===== src/rtl/dibit_symbol_transmitter.sv =====
// Serializes DATA_WIDTH-bit words into 2-bit symbols, MSB pair first.
// Both sides use valid/ready handshakes, and sym_oe lets the pad float when no symbol is offered.
module dibit_symbol_transmitter #(
  parameter int unsigned DATA_WIDTH = 8,
  parameter int unsigned CNT_WIDTH  = 16
) (
  input  logic                  clk,
  input  logic                  reset,
  input  logic [DATA_WIDTH-1:0] in_data,
  input  logic                  in_valid,
  output logic                  in_ready,
  output logic [1:0]            sym_out,
  output logic                  sym_valid,
  input  logic                  sym_ready,
  output logic                  sym_oe,
  output logic                  busy,
  output logic [CNT_WIDTH-1:0]  words_sent
);

  localparam int unsigned SYMS  = DATA_WIDTH / 2;
  localparam int unsigned IDX_W = (SYMS > 1) ? $clog2(SYMS) : 1;
  localparam logic [IDX_W-1:0] LAST_IDX = IDX_W'(SYMS - 1);

  if ((DATA_WIDTH < 2) || ((DATA_WIDTH % 2) != 0)) begin : g_bad_width
    $error("DATA_WIDTH must be even and >= 2");
  end

  typedef enum logic [0:0] {StIdle, StSend} state_e;

  state_e                state_q;
  logic [DATA_WIDTH-1:0] shift_q;
  logic [IDX_W-1:0]      idx_q;
  logic                  sym_valid_q;
  logic [CNT_WIDTH-1:0]  words_sent_q;

  logic last_sym;
  logic xfer;
  logic accept;

  assign last_sym = (state_q == StSend) && (idx_q == LAST_IDX);
  assign xfer     = sym_valid_q && sym_ready;
  // A new word can be taken while the final symbol of the current word is consumed.
  assign in_ready = !reset && ((state_q == StIdle) || (last_sym && sym_ready));
  assign accept   = in_valid && in_ready;

  always_ff @(posedge clk) begin
    if (reset) begin
      state_q      <= StIdle;
      shift_q      <= '0;
      idx_q        <= '0;
      sym_valid_q  <= 1'b0;
      words_sent_q <= '0;
    end else begin
      unique case (state_q)
        StIdle: begin
          if (accept) begin
            shift_q     <= in_data;
            idx_q       <= '0;
            sym_valid_q <= 1'b1;
            state_q     <= StSend;
          end
        end
        StSend: begin
          if (xfer) begin
            if (last_sym) begin
              words_sent_q <= words_sent_q + CNT_WIDTH'(1);
              idx_q        <= '0;
              if (accept) begin
                shift_q <= in_data;
              end else begin
                shift_q     <= '0;
                sym_valid_q <= 1'b0;
                state_q     <= StIdle;
              end
            end else begin
              shift_q <= shift_q << 2;
              idx_q   <= idx_q + IDX_W'(1);
            end
          end
        end
        default: begin
          state_q     <= StIdle;
          sym_valid_q <= 1'b0;
        end
      endcase
    end
  end

  assign sym_out    = sym_valid_q ? shift_q[DATA_WIDTH-1 -: 2] : 2'b00;
  assign sym_valid  = sym_valid_q;
  assign sym_oe     = sym_valid_q;
  assign busy       = (state_q == StSend);
  assign words_sent = words_sent_q;

endmodule


===== config.mk =====
export PLATFORM = sky130hd
export DESIGN_NAME = dibit_symbol_transmitter
export DESIGN_NICKNAME = d
export VERILOG_FILES = /design/src/rtl/dibit_symbol_transmitter.sv
export SDC_FILE = /design/constraint.sdc
export NUM_CORES = 1
export LEC_CHECK = 0
export ABC_AREA = 1
export BUFFER_PORTS_ARGS = -buffer_cell sky130_fd_sc_hd__buf_4
export CAP_MARGIN = 10
export CORE_ASPECT_RATIO = 1.5
export CORE_MARGIN = 10
export CORE_UTILIZATION = 58
export CTS_BUF_LIST = sky130_fd_sc_hd__clkbuf_2 sky130_fd_sc_hd__clkbuf_4 sky130_fd_sc_hd__clkbuf_8
export DETAILED_ROUTE_END_ITERATION = 10
export GPL_ROUTABILITY_DRIVEN = 0
export PLACE_DENSITY_LB_ADDON = 0.05
export SYNTH_ARGS = -nofsm -noshare
export SYNTH_HDL_FRONTEND = slang
export SYNTH_SLANG_ARGS = --single-unit

===== constraint.sdc =====
create_clock -name clk -period 3.55 [get_ports clk]
set_input_delay 0.71 -clock clk [delete_from_list [all_inputs] [get_ports clk]]
set_output_delay 0.71 -clock clk [all_outputs]
set_load 0.05 [all_outputs]

# Yosys cells after proc, flatten, opt, wreduce, memory -nomap -nowiden
# Cells that the tools add are included.
[classes]
n_addsub = 2
eq_ne = 5
muxes = 19
bitwise = 1
reduce_logical = 10
[ops]
columns = ["cell", "n"]
rows = [
  ["$mux 8", 4],
  ["$add 16x1->16 const B", 1],
  ["$pmux 8 s2", 1],
  ["$mux 2", 4],
  ["$mux 1", 7],
  ["$logic_and 1x1->1", 5],
  ["$ne 2x1->1 const B", 2],
  ["$ne 2x2->1 const B", 2],
  ["$pmux 1 s2", 2],
  ["$pmux 2 s2", 1],
  ["$reduce_and 4->1", 1],
  ["$reduce_and 3->1", 1],
  ["$add 2x1->2 const B", 1],
  ["$eq 2x2->1 const B", 1],
  ["$reduce_and 2->1", 1],
  ["$logic_not 1->1", 1],
  ["$logic_or 1x1->1", 1],
  ["$not 1->1", 1],
]
[totals]
register_bits = 28
inputBits = 12
output_inout_bits = 22
elab_cells = 42

# Logic depth before layout (Yosys ltp)
[logic_depth]
ltp_word = 10
mapped_depth = 10
depth_no_buf = 9

# Least setup slack after synthesis
# Ideal clock, no wire load.
[synth_path]
path_type = "input -> output"
from = "in reset"
to = "out in_ready"
arrival_ns = 1.336
t_required_ns = 2.840
slack_ns = 1.504
cell_stages = 2
path_buffers = 1
path_cell_list = "buf_2 > a21oi_2"
[synth_via]
elab_chain_len = 2
[synth_rtl]
columns = ["item", "line", "text"]
rows = [
  ["from (decl)", "8", "input logic reset,"],
  ["$logic_not 1->1", "43", "assign in_ready = !reset && ((state_q == StIdle) || (last_sym && sym_ready));"],
  ["$logic_and 1x1->1", "43", ""],
  ["to (decl)", "11", "output logic in_ready,"],
]
# No other way between the ends.

# Final worst setup path
[layout_path]
from = "reg idx_q[0]"
to = "out in_ready"
[layout_via]
elab_chain_len = 5
[layout_rtl]
columns = ["item", "line", "text"]
rows = [
  ["from (decl)", "32", "logic [IDX_W-1:0] idx_q;"],
  ["from (signal assigned)", "77", "idx_q <= idx_q + IDX_W'(1);"],
  ["$eq 2x2->1", "40", "assign last_sym = (state_q == StSend) && (idx_q == LAST_IDX);"],
  ["$logic_and 1x1->1", "40", ""],
  ["$logic_and 1x1->1", "43", ""],
  ["$logic_or 1x1->1", "43", ""],
  ["$logic_and 1x1->1", "43", ""],
]
# No other way between the ends.

==> metrics.csv <==
metric,value,unit
area taken by flip-flops and latches,561,um^2
synthesized instance count,190,
# Post-CTS Setup Buffers,0,
share of total power in sequential cells,58.6,%
"commonest non-fill, non-tap cell in the layout",nand2_1,
CP Max Fanout,4,
Power Dens Cells,359,nW/um^2
most frequent cells in the layout,"nand2_1 (38), buf_4 (33), dfxtp_1 (28)",
cell type group with the largest total delay on the critical path,flip-flops,
CTS Buffer Depth,2,
"Hold-fix buffers, CTS",0,
I/O Buffers,33,
combined area of all synthesized cells,1350,um^2
cell area after placement,1580,um^2
top-level port count,34,
Max-slew headroom,64.1,%
highest clock rate,480,MHz
number of max-cap violations,0,
pin count of the biggest net entering global routing,22,
DP HPWL,2560,um
CTS-repair resized insts,0,
clock slew at reported path FFs,0.14,ns
total iterations of the first detailed-routing run,4,
portion of the clock cycle consumed by the worst path in the final layout,58.6,%
Netlist cell types,24,
worst path setup slack after routing,1.47,ns
width of the chip,59.3,um
total number of nets in the final design,235,
min cycle time layout,2.08,ns
Worst Path Arrival,1.37,ns
total negative setup slack,0,ns
Syn Nets,204,
P_sw,161,uW
P&R area growth vs syn,20.2,%
routed wirelength normalized by instance count,13.3,um
global router's overall resource usage,13.7,%
number of fill cells,201,
starting density of the core,60.2,%
switching part of the total power,27.7,%
"sum of internal, switching and leakage power",581,uW
TritonCTS clock tree,built,
number of DRC violations after detailed routing,0,
TritonCTS sink count,28,
Yosys Warn Count,0,
peak supply drop,0.290,mV
worst-skew pair later-pin latency,0.32,ns
# H-tree levels,1,
area of the multi-input gates,657,um^2
cell at the root of the clock tree,clkbuf_4,
number of buffers added by the clock tree synthesis step,3,
DP Worst Slack,1.24,ns
Static Leakage,0.702,nW
number of global-route vias before repair,1323,
sequential fraction of the synthesis area,41.7,%
worst min-delay path category,reg -> reg,
via density per instance,5.61,
antenna diode count,0,
delay of the slowest critical-path stage,0.38,ns
number of cell rows,21,
P_int,420,uW
die outline height,79.0,um
setup repair after global routing missed its margin,no,
clk_skew,0.00171,ns
area of the placeable core,2230,um^2
number of buffers and inverters on the critical path,1,
crit end category,output port,
area enclosed by the die boundary,4690,um^2
Max Slew Vio Count,0,
outcome,"finished, final reports clean",
leading area contributor after synthesis,dfxtp_1,
final instance area,1620,um^2
top cells by area in the synthesized netlist,"dfxtp_1 (42%), nand2_1 (11%), a21oi_1 (7.8%)",
critical path cell sequence,"ha_1, nand2_1, a21oi_2, buf_4",
initial antenna violation count,0,
Clk pwr share,26.5,%
standard cell with the maximum stage delay on the critical path,dfxtp_1,
Final Setup Violations,0,
number of DRC violations after detailed-routing iteration 0,48,
global-route wire length before repair,5380,um
flop2flop setup slack,1.55,ns
type of origin of the critical path,flip-flop,
share of layout cells above drive strength 1,20.5,%
total detailed-routing wirelength,3240,um
kind of critical path,reg -> out,
Final Hold Viols,0,
"FF+latch count, synth",28,
Synth Area per Inst,7.08,um^2
combinational cell fraction of total power,14.9,%
total grt overflow,0,
vias after detailed routing,1363,
share of the synthesized area in the top cell type,41.7,%
Antenna Violating Nets Remaining,0,
transition at the pin with the smallest max-transition slack,0.538,ns
required time worst endpoint,2.84,ns
[power by group through the flow]
stage | registers, mW | logic [mW] | clock network [mW]
6_report | 0.340 | 0.0868 | 0.154
3_5_place_dp | 0.347 | 0.0871 | 0
4_1_cts | 0.340 | 0.0872 | 0.157
5_1_grt | 0.342 | 0.0962 | 0.166
2_1_floorplan | 0.351 | 0.0560 | 0
3_3_place_gp | 0.347 | 0.0847 | 0
[registers in the layout, indices dropped and copies added, names as in the netlist]
name	flops
sym_oe	1
idx_q	2
shift_q	8
busy	1
words_sent	16
[layout make-up]
cell class                 count  area share, %
tap                           23           1.78
clock buffer                   4           2.24
timing repair buffer          33           15.3
multi-input combinational    132           40.6
inverter                      23           5.34
sequential                    28           34.7
[cell families (layout without fill, tap and decap cells)]
kind of cell | after synthesis | after routing | share of synthesized area, %
and+or+nand+nor | 80 | 80 | 27.0
xor gates and xnor gates | 1 | 1 | 0.651
DFF | 28 | 28 | 41.7
adders and majority gates | 2 | 2 | 1.86
AOI/OAI and AO/OA | 49 | 49 | 19.3
buffers and inverters | 30 | 60 | 9.49
[worst reg2reg max path: cells and delay by family, from the launching register on]
kind            cells  cell delay (ns)
compound gates      1             0.13
simple gates        6             1.14
flops               1             0.64
[cell usage after synthesis (all sizes together)]
library cell	count
nand2	39
o31ai	1
a21oi	22
o21ai	19
and3	1
inv	23
clkbuf	2
nor2	21
xnor2	1
buf	5
nand4	3
nand3	11
nor3	5
a31oi	7
dfxtp	28
ha	2
[worst paths after layout]
path,cells past startpoint,startpoint,end
hold / removal,1,idx_q[0],idx_q[0]
setup reg to reg,7,busy,words_sent[13]
hold reg to reg,1,idx_q[0],idx_q[0]
setup / recovery,4,idx_q[0],in_ready
[per-layer routing]
| layer | vias up | part of all wire [%] | track usage (%) |
|---|---|---|---|
| li1 | 685 | - | - |
| met1 | 624 | 36 | 13.4 |
| met2 | 48 | 55 | 26.0 |
| met3 | 6 | 7.6 | 3.50 |
| met4 | 0 | 1.5 | 5.07 |
| met5 | - | 0 | 0 |
[through the flow]
step | std cells | hold WS [ns] | utilization (%)
6_report | 243 | 0.478 | 72.4
5_1_grt | 243 | 0.496 | 72.4
4_1_cts | 243 | 0.478 | 72.4
3_5_place_dp | 239 | 0.456 | 70.8
3_3_place_gp | 239 | 0.452 | 70.8
2_1_floorplan | 190 | 0.429 | -
Note: power is estimated with default switching activity, not from simulation.
